## config.mk

```make
export PLATFORM = sky130hd
export DESIGN_NAME = lcd_shadow_rx
export DESIGN_NICKNAME = d
export VERILOG_FILES = /design/src/rtl/lcd_shadow_rx.sv
export SDC_FILE = /design/constraint.sdc
export NUM_CORES = 1
export LEC_CHECK = 0
export BUFFER_PORTS_ARGS = -buffer_cell sky130_fd_sc_hd__buf_2
export CORE_MARGIN = 4
export CORE_UTILIZATION = 50
export CTS_BUF_LIST = sky130_fd_sc_hd__clkbuf_4
export DETAILED_ROUTE_END_ITERATION = 12
export PLACE_DENSITY_LB_ADDON = 0.12
export SLEW_MARGIN = 20
export SYNTH_ARGS = -nofsm -noshare
export SYNTH_HDL_FRONTEND = slang
export SYNTH_SLANG_ARGS = --single-unit
```

## constraint.sdc

```tcl
create_clock -name clk -period 2.6 [get_ports clk]
set_clock_uncertainty 0.15 [all_clocks]
set_input_delay 0.39 -clock clk [delete_from_list [all_inputs] [get_ports clk]]
set_output_delay 0.39 -clock clk [all_outputs]
set_load 0.005 [all_outputs]
```

## src/rtl/lcd_shadow_rx.sv

```systemverilog
// lcd_shadow_rx
//   Receiver end of the 8-bit HD44780-style text-LCD bus. It decodes write
//   cycles and keeps a 2x16 shadow of display RAM. It also tracks the DDRAM
//   address counter and the display-control flags.
//
// Ports
//   clk          system clock
//   rst          synchronous, active-low reset
//   lcd_e        enable strobe; a transfer is its falling edge
//   lcd_rs       0 = command, 1 = data
//   lcd_rw       0 = write, 1 = read (reads are ignored)
//   lcd_data     bus byte
//   rd_addr      shadow index {line, column[3:0]}
//   rd_data      shadow byte at rd_addr, one-cycle latency
//   cursor_addr  DDRAM address counter
//   display_on   display-control D bit
//   cursor_on    display-control C bit
//   blink_on     display-control B bit
//   busy         high while the clear sequence sweeps the shadow
//   cmd_valid    one-cycle pulse per accepted command
//   cmd_byte     last accepted command byte
//   char_valid   one-cycle pulse per character stored in the shadow
//   err          sticky protocol error (cleared only by reset)
module lcd_shadow_rx #(
  parameter logic [7:0] CLR_CHAR = 8'h20
) (
  input  logic       clk,
  input  logic       rst,
  input  logic       lcd_e,
  input  logic       lcd_rs,
  input  logic       lcd_rw,
  input  logic [7:0] lcd_data,
  input  logic [4:0] rd_addr,
  output logic [7:0] rd_data,
  output logic [6:0] cursor_addr,
  output logic       display_on,
  output logic       cursor_on,
  output logic       blink_on,
  output logic       busy,
  output logic       cmd_valid,
  output logic [7:0] cmd_byte,
  output logic       char_valid,
  output logic       err
);

  typedef enum logic {S_IDLE, S_CLEAR} state_t;

  state_t     r_state, w_state_next;
  logic [4:0] r_clr_idx;

  logic       r_e_q, r_rs_q, r_rw_q;
  logic [7:0] r_data_q;

  logic [6:0] r_cursor;
  logic       r_inc, r_ddram;
  logic       r_disp, r_curs, r_blink;
  logic       r_cmd_valid, r_char_valid, r_err;
  logic [7:0] r_cmd_byte, r_rd_data;

  // The shadow needs a full reset fill, so it is kept in registers.
  logic [7:0] r_shadow [32];

  logic       w_xfer, w_wr, w_accept, w_cmd, w_dat, w_drop, w_addr_ok;
  logic [4:0] w_wr_idx;

  // DDRAM address step. The two display lines live at 0x00-0x0F and
  // 0x40-0x4F. Stepping past the end of one line wraps to the other line.
  function automatic logic [6:0] f_step(input logic [6:0] a, input logic inc);
    if (inc) begin
      if (a == 7'h0F)      return 7'h40;
      else if (a == 7'h4F) return 7'h00;
      else                 return a + 7'd1;
    end else begin
      if (a == 7'h00)      return 7'h4F;
      else if (a == 7'h40) return 7'h0F;
      else                 return a - 7'd1;
    end
  endfunction

  // Falling edge of the registered enable. The byte and control bits come
  // from the copy captured while E was high.
  assign w_xfer    = r_e_q & ~lcd_e;
  assign w_wr      = w_xfer & ~r_rw_q;
  assign w_accept  = w_wr & (r_state == S_IDLE);
  assign w_drop    = w_wr & (r_state == S_CLEAR);
  assign w_cmd     = w_accept & ~r_rs_q;
  assign w_dat     = w_accept & r_rs_q;
  assign w_addr_ok = r_ddram & ((r_cursor[6:4] == 3'b000) | (r_cursor[6:4] == 3'b100));
  assign w_wr_idx  = {r_cursor[6], r_cursor[3:0]};

  always_ff @(posedge clk) begin
    if (!rst) r_state <= S_IDLE;
    else      r_state <= w_state_next;
  end

  always_comb begin
    w_state_next = r_state;
    case (r_state)
      S_IDLE:  if (w_cmd && r_data_q == 8'h01) w_state_next = S_CLEAR;
      S_CLEAR: if (r_clr_idx == 5'd31)         w_state_next = S_IDLE;
      default: w_state_next = S_IDLE;
    endcase
  end

  always_ff @(posedge clk) begin
    if (!rst) begin
      r_e_q        <= 1'b0;
      r_rs_q       <= 1'b0;
      r_rw_q       <= 1'b0;
      r_data_q     <= 8'h00;
      r_cursor     <= 7'h00;
      r_inc        <= 1'b1;
      r_ddram      <= 1'b1;
      r_disp       <= 1'b0;
      r_curs       <= 1'b0;
      r_blink      <= 1'b0;
      r_cmd_valid  <= 1'b0;
      r_char_valid <= 1'b0;
      r_cmd_byte   <= 8'h00;
      r_err        <= 1'b0;
      r_rd_data    <= 8'h00;
      r_clr_idx    <= 5'd0;
      for (int i = 0; i < 32; i++) r_shadow[i] <= CLR_CHAR;
    end else begin
      r_e_q        <= lcd_e;
      r_rs_q       <= lcd_rs;
      r_rw_q       <= lcd_rw;
      r_data_q     <= lcd_data;
      r_cmd_valid  <= w_cmd;
      r_char_valid <= w_dat & w_addr_ok;
      // Non-blocking read: a same-cycle write is seen one cycle later.
      r_rd_data    <= r_shadow[rd_addr];

      if (w_drop) r_err <= 1'b1;

      // The index wraps 31 -> 0. This leaves it at 0 for the next clear.
      if (r_state == S_CLEAR) begin
        r_shadow[r_clr_idx] <= CLR_CHAR;
        r_clr_idx           <= r_clr_idx + 5'd1;
      end

      // Commands are decoded by their highest set bit.
      if (w_cmd) begin
        r_cmd_byte <= r_data_q;
        if (r_data_q[7]) begin
          r_cursor <= r_data_q[6:0];
          r_ddram  <= 1'b1;
        end else if (r_data_q[6]) begin
          r_ddram <= 1'b0;
        end else if (r_data_q[5]) begin
          if (!r_data_q[4]) r_err <= 1'b1;  // 4-bit interface is unsupported
        end else if (r_data_q[4]) begin
          if (!r_data_q[3]) r_cursor <= f_step(r_cursor, r_data_q[2]);
        end else if (r_data_q[3]) begin
          r_disp  <= r_data_q[2];
          r_curs  <= r_data_q[1];
          r_blink <= r_data_q[0];
        end else if (r_data_q[2]) begin
          r_inc <= r_data_q[1];
        end else if (r_data_q[1]) begin
          r_cursor <= 7'h00;
        end else if (r_data_q[0]) begin
          r_cursor  <= 7'h00;
          r_inc     <= 1'b1;
          r_ddram   <= 1'b1;
          r_clr_idx <= 5'd0;
        end
      end

      // The address always steps, even when the byte cannot be stored.
      if (w_dat) begin
        if (w_addr_ok) r_shadow[w_wr_idx] <= r_data_q;
        r_cursor <= f_step(r_cursor, r_inc);
      end
    end
  end

  assign rd_data     = r_rd_data;
  assign cursor_addr = r_cursor;
  assign display_on  = r_disp;
  assign cursor_on   = r_curs;
  assign blink_on    = r_blink;
  assign busy        = (r_state == S_CLEAR);
  assign cmd_valid   = r_cmd_valid;
  assign cmd_byte    = r_cmd_byte;
  assign char_valid  = r_char_valid;
  assign err         = r_err;

endmodule

```

==> out/metrics.csv <==
stage,metric,value,unit
hold_path,min_from,rd_addr[3],
synth,synth_nets,1153,
layout,fin_cells,1740,
cts,cts_buffer_depth,3,
critical_path,rr_worst_depth,7,
synth,ys_seq_elements,304,
placement,place_ws,-23.4,ps
synth,synthFlopType,edfxtp_1,
synth,synth_simple_gate_area_frac,0.158,
grt,antenna_found_initial,4,
grt,track_usage,0.245,
routing,firstDrtPassIters,5,
hold_path,hold_end,rd_data[1]$_SDFF_PN0_,
placement,place_area,15500,um2
synth,synthXorXnorAreaFrac,0.00553,
critical_path,reg2reg_from,busy$_SDFF_PN0_,
cts,numClockSinks,304,
critical_path,cp.required,2840,ps
grt,grt_max_degree,56,
die,dieArea,31300,um2
routing,detail_route.wl_per_cell,21.4,um
critical_path,cp_cell_sequence,"nor4b_4, buf_4, nand3_4, buf_4, o32a_1, o21ai_0, buf_4",
die,die_h,177,um
critical_path,path_common_cell,buf_4,
die,die_w,177,um
placement,port_buffers,47,
grt,grt_pass1_vias,10000,
synth,yosys.area_share.adder,0.00439,
synth,synth_compound_area_frac,0.0819,
hold_path,worstHoldPathCells,3,
synth,synth_cell_types,77,
routing,drt-vias-per-instance,5.69,
sta,hold_viol_final,0,
sta,period_needed,2420,ps
hold_path,hold_path_class,input pin to flip-flop,
critical_path,cp_slowest_cell,o32a_1,
power_and_ir_drop,ir_drop,370,uV
cts,cts_buffers,79,
cts,clkSlewWorstSetupHoldPaths,60,ps
layout,final_util,0.598,
sta,final-setup-viol-count,0,
layout,drive_above_1_share,0.290,
sta,rsz0062_at_grt,no,
synth,syn_inst,1130,
layout,area_delta_synth_final,17.2,%
status,status,"finished, final reports clean",
synth,synth_top_family_by_area,simple AND/OR/NAND/NOR gates,
critical_path,ff2ff_setup_slack,180,ps
routing,wl_met2,17.4,mm
routing,drc,0,
power_and_ir_drop,power_density,622,nW/um2
placement,routabilityCongestion,0.905,
sta,timing.final.ws_setup,182,ps
die,io_pins,48,
grt,grt_pass1_wl,58.0,mm
critical_path,crit_type,flip-flop to flip-flop,
routing,wl_met1,16.0,mm
routing,initialDrtViolationCount,982,
layout,final_cell_area,16700,um2
placement,dp_cells,1587,
cts,postCtsSetupBuffers,0,
die,rows,61,
routing,antenna_left,0,
power_and_ir_drop,leakage,5.89,nW
cts,cts_tree,yes,
routing,wl,37.2,mm
sta,max_slew_margin,0.561,
die,core_area,27900,um2
sta,slew_violations,0,
synth,synth_area,14200,um2
critical_path,cp-start-kind,flip-flop,
routing,met3_wirelength,2.87,mm
layout,nets,1325,
synth,yosysSeqAreaShare,0.607,
power_and_ir_drop,total_power,10.4,mW
cts,insertion_delay,690,ps
critical_path,reg2reg_to,r_shadow[7][4]$_SDFFCE_PN0P_,
placement,hpwl,26.1,mm
routing,dr_total_vias,9903,
synth,synth.area.mux_share,0.112,
sta,fmax,0.414,GHz
routing,topRoutingLayerUsed,met4,
sta,period_share,0.930,
sta,worst_slew_pin_slew,658,ps
grt,gr-total-overflow,0,
synth,synth_edf_count,256,
cts,htree_levels,3,
sta,fin_tns_setup,0,ps
critical_path,critPathMaxStageDelay,430,ps
critical_path,cp_max_fo,9,
synth,synth_warnings,0,
cts,cts_root_buffer,clkbuf_4,
critical_path,endpoint_kind,flip-flop,
die,start_util,0.510,
job,drv_cap,0,
layout,final_common_cell,nor2_1,
layout,final_cell_mix,"nor2_1 (258), edfxtp_1 (256), clkbuf_4 (120)",
sta,whs,185,ps
synth,async_reset_ff_frac,0,
synth,syn_avg_cell_area,12.6,um2
critical_path,arrival,2660,ps
==> logic make-up (layout without fill, tap and decap cells) <==
logic type               count (synthesis)  in the layout
buffers and inverters                   96            326
XOR/XNOR                                 9              9
AND/OR/NAND/NOR                        485            485
multiplexers                            80             80
flip-flops                             304            304
AO/OA/AOI/OAI                          151            151
adder cells (fa/ha/maj)                  5              5
other                                    0              2
==> final cells by class <==
class,instances,area [um2]
diodes,2,5.00
clock buffers,120,901
clock inverters,19,135
fillers,2358,11200
inverters,11,41.3
multi-input cells,730,5190
flip-flops and latches,304,8650
well taps,378,473
repair buffers,176,1310
==> repair_timing <==
action,4_1_cts,5_1_grt
gates resized for setup,0,1
endpoints found under the setup margin,0,3
hold buffers,12,0
hold endpoints to repair,12,0
==> Yosys cell counts (12+ instances only) <==
cell / n / area, um2
mux4_2: 64 / 1440
a211oi_1: 12 / 90.1
clkbuf_1: 41 / 154
a22oi_1: 17 / 128
nor2_1: 258 / 968
nand2_1: 105 / 394
buf_4: 12 / 90.1
edfxtp_1: 256 / 7690
and2_1: 14 / 87.6
nand2b_1: 31 / 194
dfxtp_1: 48 / 961
mux2i_1: 15 / 150
o21ai_0: 44 / 220
buf_2: 28 / 140
==> worst max-delay path, delay by kind of cell (launching register included) <==
kind / cells / cell delay [ps]
buffers and inverters: 3 / 610
and+or+nand+nor: 2 / 350
AOI/OAI and AO/OA: 2 / 670
DFF: 1 / 340
==> power breakdown <==
part	leakage (nW)	internal (mW)	total (mW)	switching, mW
Combinational	2.35	0.311	0.710	0.399
Clock	0.618	2.30	4.21	1.91
Sequential	2.92	5.41	5.48	0.0688
Total	5.89	8.02	10.4	2.37
==> sequential cells by signal, indices dropped and copies added, names as in the netlist, 5 cells and up <==
register,flops
cursor_addr,7
r_clr_idx,5
cmd_byte,8
r_data_q,8
r_shadow,256
rd_data,8
==> worst max-delay path by stage <==
stage                          startpoint                       endpoint
after floorplan                       rst  r_shadow[18][0]$_SDFFCE_PN0P_
after global routing      busy$_SDFF_PN0_  r_shadow[19][1]$_SDFFCE_PN0P_
after global placement              lcd_e  r_shadow[20][0]$_SDFFCE_PN0P_
after detailed placement            lcd_e  r_shadow[20][0]$_SDFFCE_PN0P_
final                     busy$_SDFF_PN0_   r_shadow[7][4]$_SDFFCE_PN0P_
after CTS                 busy$_SDFF_PN0_  r_shadow[20][1]$_SDFFCE_PN0P_
==> metal layers <==
layer / vias up / track usage
met5: - / 0
met4: 0 / 0.0729
met1: 4887 / 0.353
met3: 69 / 0.0472
li1: 4551 / -
met2: 396 / 0.382
Power figures use the tool's default switching activity.
